--- src/rtl/sif_pkg.sv ---
// Shared types for the SIF xa host-port initiator: operation codes, FSM states,
// and the default command record with default address/data widths.
package sif_pkg;

  localparam int XA_AW = 16;
  localparam int XA_DW = 16;

  typedef enum logic {
    XA_WRITE = 1'b0,
    XA_READ  = 1'b1
  } xa_op_e;

  typedef enum logic [1:0] {
    IDLE  = 2'd0,
    ISSUE = 2'd1,
    TURN  = 2'd2
  } xa_state_e;

  typedef struct packed {
    xa_op_e             op;
    logic [XA_AW-1:0]   addr;
    logic [XA_DW-1:0]   data;
  } xa_cmd_t;

endpackage

--- src/rtl/sif_xa_master_if.sv ---
// Command, xa bus, response and status bundle for sif_xa_master.
// master = the initiator's view, slave = the source/SIF side.
interface sif_xa_master_if #(
  parameter int AW = 16,
  parameter int DW = 16
);
  logic          cmd_valid;
  logic          cmd_ready;
  logic          cmd_op;
  logic [AW-1:0] cmd_addr;
  logic [DW-1:0] cmd_data;
  logic [AW-1:0] xa_addr;
  logic [DW-1:0] xa_data_wr;
  logic          xa_wr_s;
  logic          xa_rd_s;
  logic [DW-1:0] xa_data_rd;
  logic          rsp_valid;
  logic [AW-1:0] rsp_addr;
  logic [DW-1:0] rsp_data;
  logic          busy;
  logic [15:0]   wr_count;
  logic [15:0]   rd_count;

  modport master (
    input  cmd_valid, cmd_op, cmd_addr, cmd_data, xa_data_rd,
    output cmd_ready, xa_addr, xa_data_wr, xa_wr_s, xa_rd_s,
           rsp_valid, rsp_addr, rsp_data, busy, wr_count, rd_count
  );

  modport slave (
    output cmd_valid, cmd_op, cmd_addr, cmd_data, xa_data_rd,
    input  cmd_ready, xa_addr, xa_data_wr, xa_wr_s, xa_rd_s,
           rsp_valid, rsp_addr, rsp_data, busy, wr_count, rd_count
  );
endinterface

--- src/rtl/sif_cmd_fifo.sv ---
// Synchronous command FIFO with show-ahead head; pointers carry an extra MSB
// so full and empty are distinguished without a separate count.
module sif_cmd_fifo
  import sif_pkg::*;
#(
  parameter int  DEPTH = 4,
  parameter type T     = xa_cmd_t
) (
  input  logic clk,
  input  logic rst_n,
  input  logic push,
  input  T     push_data,
  input  logic pop,
  output T     head,
  output logic full,
  output logic empty
);
  localparam int PW = $clog2(DEPTH);

  T               mem [DEPTH];
  logic [PW:0]    wr_ptr_q, wr_ptr_d;
  logic [PW:0]    rd_ptr_q, rd_ptr_d;

  assign empty = (wr_ptr_q == rd_ptr_q);
  assign full  = (wr_ptr_q[PW] != rd_ptr_q[PW]) &&
                 (wr_ptr_q[PW-1:0] == rd_ptr_q[PW-1:0]);
  assign head  = mem[rd_ptr_q[PW-1:0]];

  always_comb begin
    wr_ptr_d = wr_ptr_q;
    rd_ptr_d = rd_ptr_q;
    if (push && !full)  wr_ptr_d = wr_ptr_q + (PW+1)'(1);
    if (pop && !empty)  rd_ptr_d = rd_ptr_q + (PW+1)'(1);
  end

  always_ff @(posedge clk) begin
    if (push && !full) mem[wr_ptr_q[PW-1:0]] <= push_data;
  end

  always_ff @(posedge clk or negedge rst_n) begin
    if (!rst_n) begin
      wr_ptr_q <= '0;
      rd_ptr_q <= '0;
    end else begin
      wr_ptr_q <= wr_ptr_d;
      rd_ptr_q <= rd_ptr_d;
    end
  end
endmodule

--- src/rtl/sif_xa_master.sv ---
// SIF xa host-port initiator: queues commands, drives registered xa strobes with
// turnaround gaps on op changes, and returns read data as one-cycle responses.
module sif_xa_master
  import sif_pkg::*;
#(
  parameter int AW         = XA_AW,
  parameter int DW         = XA_DW,
  parameter int FIFO_DEPTH = 4,
  parameter int TURN_GAP   = 2
) (
  input  logic            clk,
  input  logic            rst_n,
  sif_xa_master_if.master bus
);
  localparam int            GW       = (TURN_GAP > 1) ? $clog2(TURN_GAP) : 1;
  localparam logic [GW-1:0] GAP_LOAD = GW'((TURN_GAP > 0) ? TURN_GAP - 1 : 0);

  typedef struct packed {
    xa_op_e        op;
    logic [AW-1:0] addr;
    logic [DW-1:0] data;
  } cmd_t;

  cmd_t          push_cmd, head_cmd;
  logic          push, pop, full, empty, issue;
  xa_state_e     state_q, state_d;
  logic [GW-1:0] gap_q, gap_d;
  xa_op_e        last_op_q, last_op_d;
  logic [AW-1:0] xa_addr_q, xa_addr_d;
  logic [DW-1:0] xa_data_q, xa_data_d;
  logic          wr_s_q, wr_s_d, rd_s_q, rd_s_d;
  logic          rd_pend_q;
  logic [AW-1:0] rd_addr_q;
  logic          rsp_valid_q;
  logic [AW-1:0] rsp_addr_q;
  logic [DW-1:0] rsp_data_q;
  logic [15:0]   wr_cnt_q, rd_cnt_q;

  assign push     = bus.cmd_valid && !full;
  assign push_cmd = '{op: xa_op_e'(bus.cmd_op), addr: bus.cmd_addr, data: bus.cmd_data};

  sif_cmd_fifo #(.DEPTH(FIFO_DEPTH), .T(cmd_t)) u_fifo (
    .clk       (clk),
    .rst_n     (rst_n),
    .push      (push),
    .push_data (push_cmd),
    .pop       (pop),
    .head      (head_cmd),
    .full      (full),
    .empty     (empty)
  );

  // The bus registers are loaded on the same edge the head is popped, so a
  // command accepted at edge E is on the bus from E+1.
  always_comb begin
    state_d   = state_q;
    gap_d     = gap_q;
    last_op_d = last_op_q;
    issue     = 1'b0;
    case (state_q)
      IDLE: begin
        if (!empty) begin
          issue   = 1'b1;
          state_d = ISSUE;
        end
      end
      ISSUE: begin
        if (empty) begin
          state_d = IDLE;
        end else if ((head_cmd.op != last_op_q) && (TURN_GAP > 0)) begin
          state_d = TURN;
          gap_d   = GAP_LOAD;
        end else begin
          issue = 1'b1;
        end
      end
      TURN: begin
        if (gap_q == '0) begin
          issue   = 1'b1;
          state_d = ISSUE;
        end else begin
          gap_d = gap_q - GW'(1);
        end
      end
      default: state_d = IDLE;
    endcase
    pop       = issue;
    wr_s_d    = issue && (head_cmd.op == XA_WRITE);
    rd_s_d    = issue && (head_cmd.op == XA_READ);
    xa_addr_d = issue ? head_cmd.addr : '0;
    xa_data_d = wr_s_d ? head_cmd.data : '0;
    if (issue) last_op_d = head_cmd.op;
  end

  always_ff @(posedge clk or negedge rst_n) begin
    if (!rst_n) begin
      state_q     <= IDLE;
      gap_q       <= '0;
      last_op_q   <= XA_WRITE;
      xa_addr_q   <= '0;
      xa_data_q   <= '0;
      wr_s_q      <= 1'b0;
      rd_s_q      <= 1'b0;
      rd_pend_q   <= 1'b0;
      rd_addr_q   <= '0;
      rsp_valid_q <= 1'b0;
      rsp_addr_q  <= '0;
      rsp_data_q  <= '0;
      wr_cnt_q    <= '0;
      rd_cnt_q    <= '0;
    end else begin
      state_q     <= state_d;
      gap_q       <= gap_d;
      last_op_q   <= last_op_d;
      xa_addr_q   <= xa_addr_d;
      xa_data_q   <= xa_data_d;
      wr_s_q      <= wr_s_d;
      rd_s_q      <= rd_s_d;
      // Read pipeline: strobe sampled by the SIF, then its data captured one edge later.
      rd_pend_q   <= rd_s_q;
      rd_addr_q   <= rd_s_q ? xa_addr_q : '0;
      rsp_valid_q <= rd_pend_q;
      rsp_addr_q  <= rd_pend_q ? rd_addr_q : '0;
      rsp_data_q  <= rd_pend_q ? bus.xa_data_rd : '0;
      if (wr_s_d)    wr_cnt_q <= wr_cnt_q + 16'd1;
      if (rd_pend_q) rd_cnt_q <= rd_cnt_q + 16'd1;
    end
  end

  assign bus.cmd_ready  = !full;
  assign bus.xa_addr    = xa_addr_q;
  assign bus.xa_data_wr = xa_data_q;
  assign bus.xa_wr_s    = wr_s_q;
  assign bus.xa_rd_s    = rd_s_q;
  assign bus.rsp_valid  = rsp_valid_q;
  assign bus.rsp_addr   = rsp_addr_q;
  assign bus.rsp_data   = rsp_data_q;
  assign bus.busy       = !empty || wr_s_q || rd_s_q || rd_pend_q;
  assign bus.wr_count   = wr_cnt_q;
  assign bus.rd_count   = rd_cnt_q;
endmodule

--- src/flat_wrapper.sv ---
// flat-port wrapper written by rule: the top's interface ports become plain ports
module sif_xa_master_flat import sif_pkg::*;
#(
  parameter int AW         = XA_AW,
  parameter int DW         = XA_DW,
  parameter int FIFO_DEPTH = 4,
  parameter int TURN_GAP   = 2
)
  (clk, rst_n, bus_cmd_valid, bus_cmd_op, bus_cmd_addr, bus_cmd_data, bus_xa_data_rd, bus_cmd_ready, bus_xa_addr, bus_xa_data_wr, bus_xa_wr_s, bus_xa_rd_s, bus_rsp_valid, bus_rsp_addr, bus_rsp_data, bus_busy, bus_wr_count, bus_rd_count);
  sif_xa_master_if #(.AW(AW), .DW(DW)) bus_i ();
  input  logic clk;
  input  logic rst_n;
  input wire logic [$bits(bus_i.cmd_valid)-1:0] bus_cmd_valid;
  input wire logic [$bits(bus_i.cmd_op)-1:0] bus_cmd_op;
  input wire logic [$bits(bus_i.cmd_addr)-1:0] bus_cmd_addr;
  input wire logic [$bits(bus_i.cmd_data)-1:0] bus_cmd_data;
  input wire logic [$bits(bus_i.xa_data_rd)-1:0] bus_xa_data_rd;
  output wire logic [$bits(bus_i.cmd_ready)-1:0] bus_cmd_ready;
  output wire logic [$bits(bus_i.xa_addr)-1:0] bus_xa_addr;
  output wire logic [$bits(bus_i.xa_data_wr)-1:0] bus_xa_data_wr;
  output wire logic [$bits(bus_i.xa_wr_s)-1:0] bus_xa_wr_s;
  output wire logic [$bits(bus_i.xa_rd_s)-1:0] bus_xa_rd_s;
  output wire logic [$bits(bus_i.rsp_valid)-1:0] bus_rsp_valid;
  output wire logic [$bits(bus_i.rsp_addr)-1:0] bus_rsp_addr;
  output wire logic [$bits(bus_i.rsp_data)-1:0] bus_rsp_data;
  output wire logic [$bits(bus_i.busy)-1:0] bus_busy;
  output wire logic [$bits(bus_i.wr_count)-1:0] bus_wr_count;
  output wire logic [$bits(bus_i.rd_count)-1:0] bus_rd_count;
  assign bus_i.cmd_valid = bus_cmd_valid;
  assign bus_i.cmd_op = bus_cmd_op;
  assign bus_i.cmd_addr = bus_cmd_addr;
  assign bus_i.cmd_data = bus_cmd_data;
  assign bus_i.xa_data_rd = bus_xa_data_rd;
  assign bus_cmd_ready = bus_i.cmd_ready;
  assign bus_xa_addr = bus_i.xa_addr;
  assign bus_xa_data_wr = bus_i.xa_data_wr;
  assign bus_xa_wr_s = bus_i.xa_wr_s;
  assign bus_xa_rd_s = bus_i.xa_rd_s;
  assign bus_rsp_valid = bus_i.rsp_valid;
  assign bus_rsp_addr = bus_i.rsp_addr;
  assign bus_rsp_data = bus_i.rsp_data;
  assign bus_busy = bus_i.busy;
  assign bus_wr_count = bus_i.wr_count;
  assign bus_rd_count = bus_i.rd_count;
  sif_xa_master #(.AW(AW), .DW(DW), .FIFO_DEPTH(FIFO_DEPTH), .TURN_GAP(TURN_GAP)) u_core (.clk(clk), .rst_n(rst_n), .bus(bus_i));
endmodule
--- config.mk ---
export PLATFORM = sky130hd
export DESIGN_NAME = sif_xa_master_flat
export DESIGN_NICKNAME = d
export VERILOG_FILES = /design/src/rtl/sif_pkg.sv /design/src/rtl/sif_xa_master_if.sv /design/src/rtl/sif_cmd_fifo.sv /design/src/rtl/sif_xa_master.sv /design/src/flat_wrapper.sv
export SDC_FILE = /design/constraint.sdc
export NUM_CORES = 1
export LEC_CHECK = 0
export ABC_AREA = 1
export BUFFER_PORTS_ARGS = -buffer_cell sky130_fd_sc_hd__buf_2
export CORE_MARGIN = 5
export CORE_UTILIZATION = 46
export DETAILED_ROUTE_END_ITERATION = 12
export PLACE_DENSITY_LB_ADDON = 0.05
export SLEW_MARGIN = 20
export SYNTH_ARGS = -nofsm -noshare
export SYNTH_HDL_FRONTEND = slang
export SYNTH_SLANG_ARGS = --single-unit
--- constraint.sdc ---
create_clock -name clk -period 2.7 [get_ports clk]
set_clock_uncertainty 0.2 [all_clocks]
set_input_delay 0.27 -clock clk [delete_from_list [all_inputs] [get_ports clk]]
set_output_delay 0.27 -clock clk [all_outputs]
set_load 0.03 [all_outputs]
Yosys cells after proc, flatten, opt, wreduce, memory -nomap -nowiden. Memory sizes are Yosys's and may differ from the RTL's. Index checks and enable logic that the tools add are counted.

Register bits: 126. Bits in writable memories: 132. Bits of input ports: 52. Output and inout bits: 101. Logic and storage cells: 70. Memories: 1.

Memories: u_core.u_fifo.mem (words 4, bits a word 33, rd ports 1, clocked after memory_dff 0, write ports 1, RTL line sif_cmd_fifo.sv:20) `T mem [DEPTH];`.

$add $sub $neg: 5. Equal/unequal tests: 11. Muxes and demuxes: 21. Bitwise operators: 1. Reduce and logical (&&, ||, !) cells: 15.

Operator list (number): $mux 16 (5); $add 16x1->16 const B (2); $mux 1 (9); $mux 2 (4); $add 3x1->3 const B (2); $logic_and 1x1->1 (6); $ne 2x2->1 const B (3); $pmux 2 s3 (1); $reduce_and 3->1 (2); $eq 3x3->1 (1); $logic_or 1x1->1 (3); $ne 3x1->1 const B (1); $pmux 1 s3 (1); $eq 2x1->1 const B (1); $eq 2x2->1 (1); $eq 2x2->1 const B (1); $logic_not 1->1 (2); $logic_not 2->1 (1); $ne 1x1->1 (2); $ne 2x1->1 const B (1); $pmux 1 s2 (1); $reduce_bool 2->1 (1); $not 1->1 (1); $sub 1x1->1 const B (1).

Longest topological paths before layout. Gate-level depths: netlist (run 1).

Depth after elaboration: 7. Depth in mapped cells: 12. Mapped depth without buffers: 10.

By module. Synthesis (run 1) repeated with hierarchy kept, for this count alone.

Cells, all modules: 922. Area, all modules: 10102.2 µm².

Modules (own cells, without submodules): sif_cmd_fifo (instances 1, cells each 380, area an instance 5315.1 µm², sequential area each 4113.9 µm²); sif_xa_master (instances 1, cells each 542, area an instance 4787.1 µm², sequential area each 3002.9 µm²).

Worst setup path after synthesis (run 1). No wires, ideal clock.

Kind: register to register. From: register u_core.u_fifo.rd_ptr_q[0]. To: memory u_core.u_fifo.mem[3][0] (netlist bit) (enable). Library setup time: 426 ps. Arrival time: 2659 ps. Required time: 2074 ps. Setup slack: -585 ps. Cell stages (with the launch flop): 7. Clock period less this slack: 3285 ps. Path through: dfrtp_1 > inv_2 > nand2_1 > nand2_1 > nand4_1 > nand2_1 > nor2_1.

Longest elaborated chain between the ends: 7.

RTL lines: start, declared (RTL line sif_cmd_fifo.sv:22) `logic [PW:0] rd_ptr_q, rd_ptr_d;`; start signal, assigned (RTL line sif_cmd_fifo.sv:46) `rd_ptr_q <= rd_ptr_d;`; $eq 2x2->1 * (RTL line sif_cmd_fifo.sv:26) `(wr_ptr_q[PW-1:0] == rd_ptr_q[PW-1:0]);`; $logic_and 1x1->1 * (RTL line sif_cmd_fifo.sv:25) `assign full = (wr_ptr_q[PW] != rd_ptr_q[PW]) &&`; $logic_not 1->1 *; via bus_cmd_ready (RTL line flat_wrapper.sv:18) `output wire logic [$bits(bus_i.cmd_ready)-1:0] bus_cmd_ready;`; $logic_and 1x1->1 (RTL line sif_xa_master.sv:39) `assign push = bus.cmd_valid && !full;`; $logic_and 1x1->1 * (RTL line sif_cmd_fifo.sv:37) `if (push && !full) mem[wr_ptr_q[PW-1:0]] <= push_data;`; $mux 1 * (RTL line sif_cmd_fifo.sv:37); $mux 1 (implied by the code) * (RTL line sif_cmd_fifo.sv:37); end, declared (RTL line sif_cmd_fifo.sv:20).

The timed path passes the listed nets; every way through them passes the cells marked *.

Worst setup path in the final report (run 1).
From: register u_core.u_fifo.wr_ptr_q[0]. To: output bus_busy.

Longest elaborated chain between the ends: 5.

RTL lines: start, declared (RTL line sif_cmd_fifo.sv:21) `logic [PW:0] wr_ptr_q, wr_ptr_d;`; start signal, assigned (RTL line sif_cmd_fifo.sv:45) `wr_ptr_q <= wr_ptr_d;`; $eq 3x3->1 (RTL line sif_cmd_fifo.sv:24) `assign empty = (wr_ptr_q == rd_ptr_q);`; $logic_not 1->1; $logic_or 1x1->1 (3 in series) (RTL line sif_xa_master.sv:138) `assign bus.busy = !empty || wr_s_q || rd_s_q || rd_pend_q;`; end, declared (RTL line flat_wrapper.sv:26) `output wire logic [$bits(bus_i.busy)-1:0] bus_busy;`.

Every way passes these cells.

==> flow_summary_export.csv, run 1 <==
group,metric,value,unit
global_routing,antenna_found_initial,1,
drt,vias,6626,
setup_path,crit_required,2.23,ns
timing,setup_viol,0,
synthesis,ys_ff_latch,258,
synthesis,synthArstFlopShare,0.488,
synthesis,synth_area_leaders,"edfxtp_1 (40%), dfrtp_1 (31%), nand2_1 (5.1%)",
clock_tree,cts.htree.levels,1,
drt,drt_iter0_drc,341,
drt,wl_per_cell,15.8,um
timing,worst_slack,0.426,ns
die,start_util,0.463,
clock_tree,cts_buffers,27,
die,die_w,158,um
final_layout,layout-drive-gt1-share,0.203,
die,fp-row-count,54,
run,max_cap_viol_count,0,
final_layout,fin_nets,1149,
final_layout,area_growth,25.3,%
synthesis,ys_warn_count,0,
die,io-pin-count,153,
timing,worstMarginPinSlew,0.668,ns
setup_path,regToRegSetupSlack,0.43,ns
setup_path,cp-end-kind,"output port",
timing,rsz0062_at_grt,"false",
synthesis,avgSynthCellArea,11.5,um2
clock_tree,cts_setup_buffers,0,
timing,fin_crit_sh,0.842,
timing,slew_headroom,0.554,
setup_path,path_class,"reg -> out",
synthesis,syn_nets,937,
placed_design,gp_congestion,0.796,
global_routing,grt_max_degree,71,
clock_tree,max-clock-path-buffers,3,
clock_tree,tritoncts,"built",
status,status,"finished, final reports clean",
worst_hold_path,holdCritPathClass,"in -> async",
synthesis,synth.most_common_cell,"nand2_1",
die,dieArea,24800,um2
placed_design,post-dp-hpwl,13.4,mm
synthesis,ys_seq_area_frac,0.711,
drt,ant_nets,0,
power,powerDensity,1080,nW/um2
placed_design,place.port_buffers,152,
timing,max_clock_freq,0.440,GHz
clock_tree,cts_sinks,258,
clock_tree,clk_latency,0.54,ns
synthesis,synth_top_area_cell,"edfxtp_1",
global_routing,track_usage,0.178,
synthesis,synthCells,873,
placed_design,place_ws,0.267,ns
timing,finalHoldViolCount,0,
timing,fin_crit,2.27,ns
synthesis,yosys_most_used_dff,"edfxtp_1",
synthesis,synth_edf_count,132,
setup_path,crit_path_max_fanout,8,
drt,drt-total-wl,21.9,mm
placed_design,placed_cell_area,11200,um2
setup_path,r2r_cells,7,
synthesis,synthTopCellsByCount,"nand2_1 (137), nor2_1 (133), edfxtp_1 (132), dfrtp_1 (126), inv_1 (102)",
synthesis,ys_types,29,
setup_path,startpoint_type,"register",
power,ir_worst_vdd,0.626,mV
global_routing,grt_pass1_wl,35.3,mm
drt,drc_errors,0,
synthesis,synthesis.area,10000,um2
final_layout,final_area,12600,um2
drt,viasPerCell,4.79,
die,core_area,21600,um2
die,die_h,158,um
timing,fin_hold_ws,0.114,ns
timing,slew_viol_final,0,
clock_tree,clk_pin_slew_worst_paths,0.06,ns
clock_tree,root_buffer,"clkbuf_16",
global_routing,overflow,0,
synthesis,synth_top_area_frac,0.396,
setup_path,arrival,1.80,ns
timing,tns,0,ns
drt,firstDrtPassIters,4,
power,p_leak,5.99,nW
global_routing,grt_pass1_vias,6672,
==> area by class of cell <==
cell class,count,area (um2)
timing repair buffer,220,1450
clock buffer,42,782
sequential,258,7120
multi-input combinational,474,2360
tap,280,350
clock inverter,5,88.8
antenna,1,2.50
inverter,104,390
fill,1819,9070
==> per-stage QoR <==
stage / power (W) / instances / util
2_1_floorplan: 0.00856 / 873 / -
3_3_place_gp: 0.00991 / 1286 / 0.517
3_5_place_dp: 0.00996 / 1286 / 0.517
4_1_cts: 0.0137 / 1383 / 0.580
5_1_grt: 0.0144 / 1384 / 0.580
6_report: 0.0135 / 1384 / 0.580
==> cells by family after synthesis <==
kind of cell	share of synthesized area
buffers and inverters	0.0569
and+or+nand+nor	0.141
adders and majority gates	0.0150
AOI/OAI and AO/OA	0.0550
xor gates and xnor gates	0.0211
DFF	0.711
==> worst max-delay path, cell delays in order, from the launching register on <==
cell and delay, ns:
dfrtp_1 0.42, inv_1 0.15, nand2_1 0.07, nand2_1 0.12, nand3_4 0.14, inv_1 0.14
nand2_1 0.06, buf_2 0.18
==> power breakdown <==
group	total (W)	internal, W	switching [W]
sequential	0.00544	0.00506	0.000378
combinational	0.00443	0.00128	0.00315
clock	0.00362	0.00217	0.00145
==> layer usage <==
metal	share of wire	global-route usage	wire length (um)
met5	0	0	0
met4	0.015	0.0397	339
met3	0.059	0.0338	1280
met2	0.48	0.302	10500
met1	0.45	0.242	9790
==> sequential cells by signal (all words and copies together), names as in the netlist, 2 cells and up <==
| signal | flops |
|---|---|
| u_core.bus.xa_data_wr | 16 |
| u_core.bus.xa_addr | 16 |
| u_core.bus.rsp_addr | 16 |
| u_core.u_fifo.rd_ptr_q | 3 |
| u_core.state_q | 2 |
| u_core.rd_addr_q | 16 |
| u_core.u_fifo.wr_ptr_q | 3 |
| u_core.bus.rd_count | 16 |
| u_core.bus.wr_count | 16 |
| u_core.u_fifo.mem | 132 |
| u_core.bus.rsp_data | 16 |
==> path summary, 6_finish.rpt <==
path / start / end
worst max-delay path: u_core.u_fifo.wr_ptr_q[0] / bus_busy
min in group clk: bus_cmd_valid / u_core.u_fifo.wr_ptr_q[1]
worst min register to register: u_core.rd_addr_q[1] / u_core.bus.rsp_addr[1]
worst max register to register: u_core.u_fifo.wr_ptr_q[0] / u_core.u_fifo.mem[0][29]
worst min-delay path: rst_n / u_core.bus.rd_count[9]
max in group asynchronous: rst_n / u_core.bus.xa_data_wr[10]
==> cell usage in the layout, fill, tap and decap left out, types with 10 or more instances in the layout <==
cell,n
buf_2,151
nor2_1,129
nand4_1,24
xor2_1,14
clkbuf_16,27
edfxtp_1,132
dfrtp_1,124
dlygate4sd3_1,50
ha_1,12
a21oi_1,18
inv_1,102
nand3_1,22
o22ai_1,16
clkbuf_1,10
nand2_1,137
buf_4,14
o21ai_0,69
==> what timing repair did <==
action | 4_1_cts | 5_1_grt
endpoints found under the hold margin | 217 | 0
setup endpoints to repair | 0 | 3
hold buffers | 50 | 0
gates resized for setup | 0 | 1
No activity file was read; power rests on OpenSTA's default activity.
==> inputs of run 2 (changes only) <==
--- a/config.mk
+++ b/config.mk
@@ -5,7 +5,7 @@
 export SDC_FILE = /design/constraint.sdc
 export NUM_CORES = 1
 export LEC_CHECK = 0
-export ABC_AREA = 1
+export ABC_AREA = 0
 export BUFFER_PORTS_ARGS = -buffer_cell sky130_fd_sc_hd__buf_2
 export CORE_MARGIN = 5
 export CORE_UTILIZATION = 46
==> constraint.sdc (replaced) <==
create_clock -name clk -period 2.15 [get_ports clk]
set_clock_uncertainty 0.2 [all_clocks]
set_input_delay 0.215 -clock clk [delete_from_list [all_inputs] [get_ports clk]]
set_output_delay 0.215 -clock clk [all_outputs]
set_load 0.03 [all_outputs]
==> run 2 against run 1 <==
Sequential power is 25% higher. Count of clock-buffer cells in the layout is 11 lower. Critical path depth is 2 lower. Clock power is 28% higher. Core utilization is 5.1 points higher. Sequential share of layout area is 1.2 points lower. Largest cell class unchanged. Die area is 5.0% lower. The run now ends with setup timing left. Synthesized cell count is 39% lower. Final area is 2.2% higher. Combinational power is 60% higher.
==> flow_summary_export.csv, run 2 <==
group,metric,value,unit
status,status,"finished with violations",
status,violations,"setup timing",
clock_tree,cts_sinks,258,
synthesis,syn_nets,598,
die,die_h,154,um
timing,fin_crit,2.60,ns
synthesis,synth_top_area_cell,"edfxtp_1",
synthesis,synthesis.area,9480,um2
global_routing,antenna_found_initial,1,
timing,setup_viol,58,
synthesis,ys_seq_area_frac,0.750,
clock_tree,cts.htree.levels,1,
placed_design,place.port_buffers,152,
setup_path,startpoint_type,"register",
die,core_area,20300,um2
timing,finalHoldViolCount,0,
drt,firstDrtPassIters,6,
drt,vias,5320,
synthesis,synthCells,534,
global_routing,met3_usage,0.0343,
clock_tree,root_buffer,"clkbuf_16",
synthesis,synth_area_leaders,"edfxtp_1 (42%), dfrtp_1 (33%), mux4_2 (7.8%)",
synthesis,ys_ff_latch,258,
global_routing,grt_max_degree,58,
synthesis,synth_top_area_frac,0.418,
setup_path,crit_path_max_fanout,2,
final_layout,ff_latch_area,7120,um2
setup_path,cp-end-kind,"output port",
clock_tree,max-clock-path-buffers,3,
synthesis,yosys_most_used_dff,"edfxtp_1",
setup_path,crit_required,1.74,ns
final_layout,multiInputGateArea,2550,um2
setup_path,arrival,2.18,ns
die,dieArea,23600,um2
final_layout,area_growth,35.2,%
clock_tree,clk_pin_slew_worst_paths,0.06,ns
run,max_cap_viol_count,0,
die,die_w,154,um
drt,drc_errors,0,
timing,slew_viol_final,0,
global_routing,grt_pass1_vias,5680,
power,powerDensity,1450,nW/um2
placed_design,post-dp-hpwl,11.9,mm
setup_path,r2r-end,"u_core.u_fifo.rd_ptr_q[1]",
global_routing,grt_use_met2,0.269,
drt,wl_per_cell,17.5,um
final_layout,layout_common_cells,"buf_2 (149), edfxtp_1 (132), dfrtp_1 (124), and2_1 (59), dlygate4sd3_1 (51)",
global_routing,track_usage,0.162,
clock_tree,clk_latency,0.52,ns
timing,max_clock_freq,0.385,GHz
placed_design,gp_congestion,0.814,
synthesis,synth_edf_count,132,
drt,ant_nets,0,
clock_tree,cts_buffers,26,
die,io-pin-count,153,
synthesis,ys_warn_count,0,
drt,drt-total-wl,19.1,mm
worst_hold_path,holdCritPathClass,"in -> async",
final_layout,fin_nets,862,
synthesis,ys_types,33,
timing,worstMarginPinSlew,0.541,ns
final_layout,final_common_cell,"buf_2",
synthesis,synthTopCellsByCount,"edfxtp_1 (132), dfrtp_1 (126), and2_1 (66), mux4_2 (33), xnor2_1 (22)",
global_routing,grt_pass1_wl,31.0,mm
setup_path,path_class,"reg -> out",
timing,rsz0062_at_grt,"true",
global_routing,overflow,0,
power,finalPower,0.0185,W
synthesis,synth.most_common_cell,"edfxtp_1",
synthesis,avgSynthCellArea,17.8,um2
timing,fin_hold_ws,0.0302,ns
global_routing,grtUsageMet1,0.224,
drt,viasPerCell,4.89,
setup_path,r2r_cells,10,
power,p_leak,5.60,nW
die,start_util,0.467,
setup_path,regToRegSetupSlack,-0.42,ns
drt,drt_iter0_drc,247,
final_layout,largest_reg_flops,132,
final_layout,fillers,1506,
clock_tree,tritoncts,"built",
global_routing,grt.busiest_layer,"met2",
setup_path,r2r-start,"u_core.u_fifo.rd_ptr_q[0]",
timing,fin_crit_sh,1.21,
synthesis,synthArstFlopShare,0.488,
power,ir_worst_vdd,0.850,mV
timing,slew_headroom,0.639,
final_layout,layout-drive-gt1-share,0.406,
die,fp-row-count,52,
timing,worst_slack,-0.448,ns
-- run 2: cell count changes in the layout (fill, tap and decap cells not counted), sizes merged, moves of 18 or more --
cell   delta
nand2   -123
and2     +66
nand4    -18
mux4     +33
inv      -97
a21oi    -18
o21ai    -66
nor2    -122
buf      +33
-- run 2: logic make-up (layout without fill, tap and decap cells) --
family | count (synthesis) | after routing | share of synthesized area
buffers and inverters | 26 | 310 | 0.0123
other | 0 | 1 | 0
xor gates and xnor gates | 38 | 38 | 0.0359
DFF | 258 | 258 | 0.750
and+or+nand+nor | 151 | 151 | 0.0916
AOI/OAI and AO/OA | 9 | 9 | 0.00765
muxes | 40 | 40 | 0.0863
adders and majority gates | 12 | 12 | 0.0158
-- run 2: final cells by class --
type / instances / area share
well taps: 270 / 0.0263
diodes: 1 / 0.000195
clock buffers: 31 / 0.0545
inverters: 8 / 0.00254
clock inverters: 17 / 0.0157
repair buffers: 254 / 0.146
multi-input cells: 250 / 0.199
flip-flops and latches: 258 / 0.555
-- run 2: per-stage QoR --
stage	setup TNS (ns)	cells	instance area, um2	utilization	worst slack [ns]
after floorplan	-4.87	534	9560	-	-0.219
after detailed placement	-6.86	972	10900	0.538	-0.331
final	-17.86	1089	12800	0.632	-0.448
after CTS	-15.55	1086	12700	0.626	-0.472
after global placement	-4.50	972	10900	0.538	-0.205
after global routing	-22.56	1089	12800	0.632	-0.511
-- run 2: how the worst max path moves through the flow --
| stage | to | depth (start not counted) | startpoint |
|---|---|---|---|
| finish | bus_busy | 5 | u_core.u_fifo.rd_ptr_q[0] |
| global route | u_core.bus.wr_count[5] | 9 | u_core.u_fifo.rd_ptr_q[0] |
| CTS | bus_busy | 5 | u_core.u_fifo.rd_ptr_q[0] |
| detailed placement | u_core.bus.wr_count[7] | 7 | u_core.u_fifo.mem[2][32] |
| global placement | u_core.bus.wr_count[8] | 7 | u_core.u_fifo.rd_ptr_q[0] |
| floorplan | u_core.bus.wr_count[7] | 7 | u_core.u_fifo.rd_ptr_q[0] |
-- run 2: where the power goes --
group	total [W]	leakage, nW	internal (W)	switching, W
combinational	0.00710	2.27	0.00347	0.00363
clock	0.00462	0.439	0.00280	0.00182
sequential	0.00682	2.89	0.00636	0.000462
total	0.0185	5.60	0.0126	0.00591
-- run 2: per-layer routing --
| layer | part of all wire | up-vias | routed length (um) |
|---|---|---|---|
| li1 | - | 2465 | - |
| met1 | 0.43 | 2679 | 8180 |
| met2 | 0.49 | 145 | 9360 |
| met3 | 0.061 | 31 | 1170 |
| met4 | 0.020 | 0 | 386 |
| met5 | 0 | - | 0 |
-- run 2: critical path, stage by stage, from the launching register on --
cell	delay [ns]
dfrtp_2	0.41
buf_6	0.12
xor2_2	0.17
or3_4	0.38
or4_4	0.43
buf_6	0.16
-- run 2: timing repair --
item                                    in CTS  in global routing
cloned                                       3                  0
buffers inserted                            12                  8
resized for setup                           49                 33
pin swaps                                   20                 11
endpoints found under the setup margin      56                 59
hold buffers                                51                  0
hold endpoints to repair                   280                  0
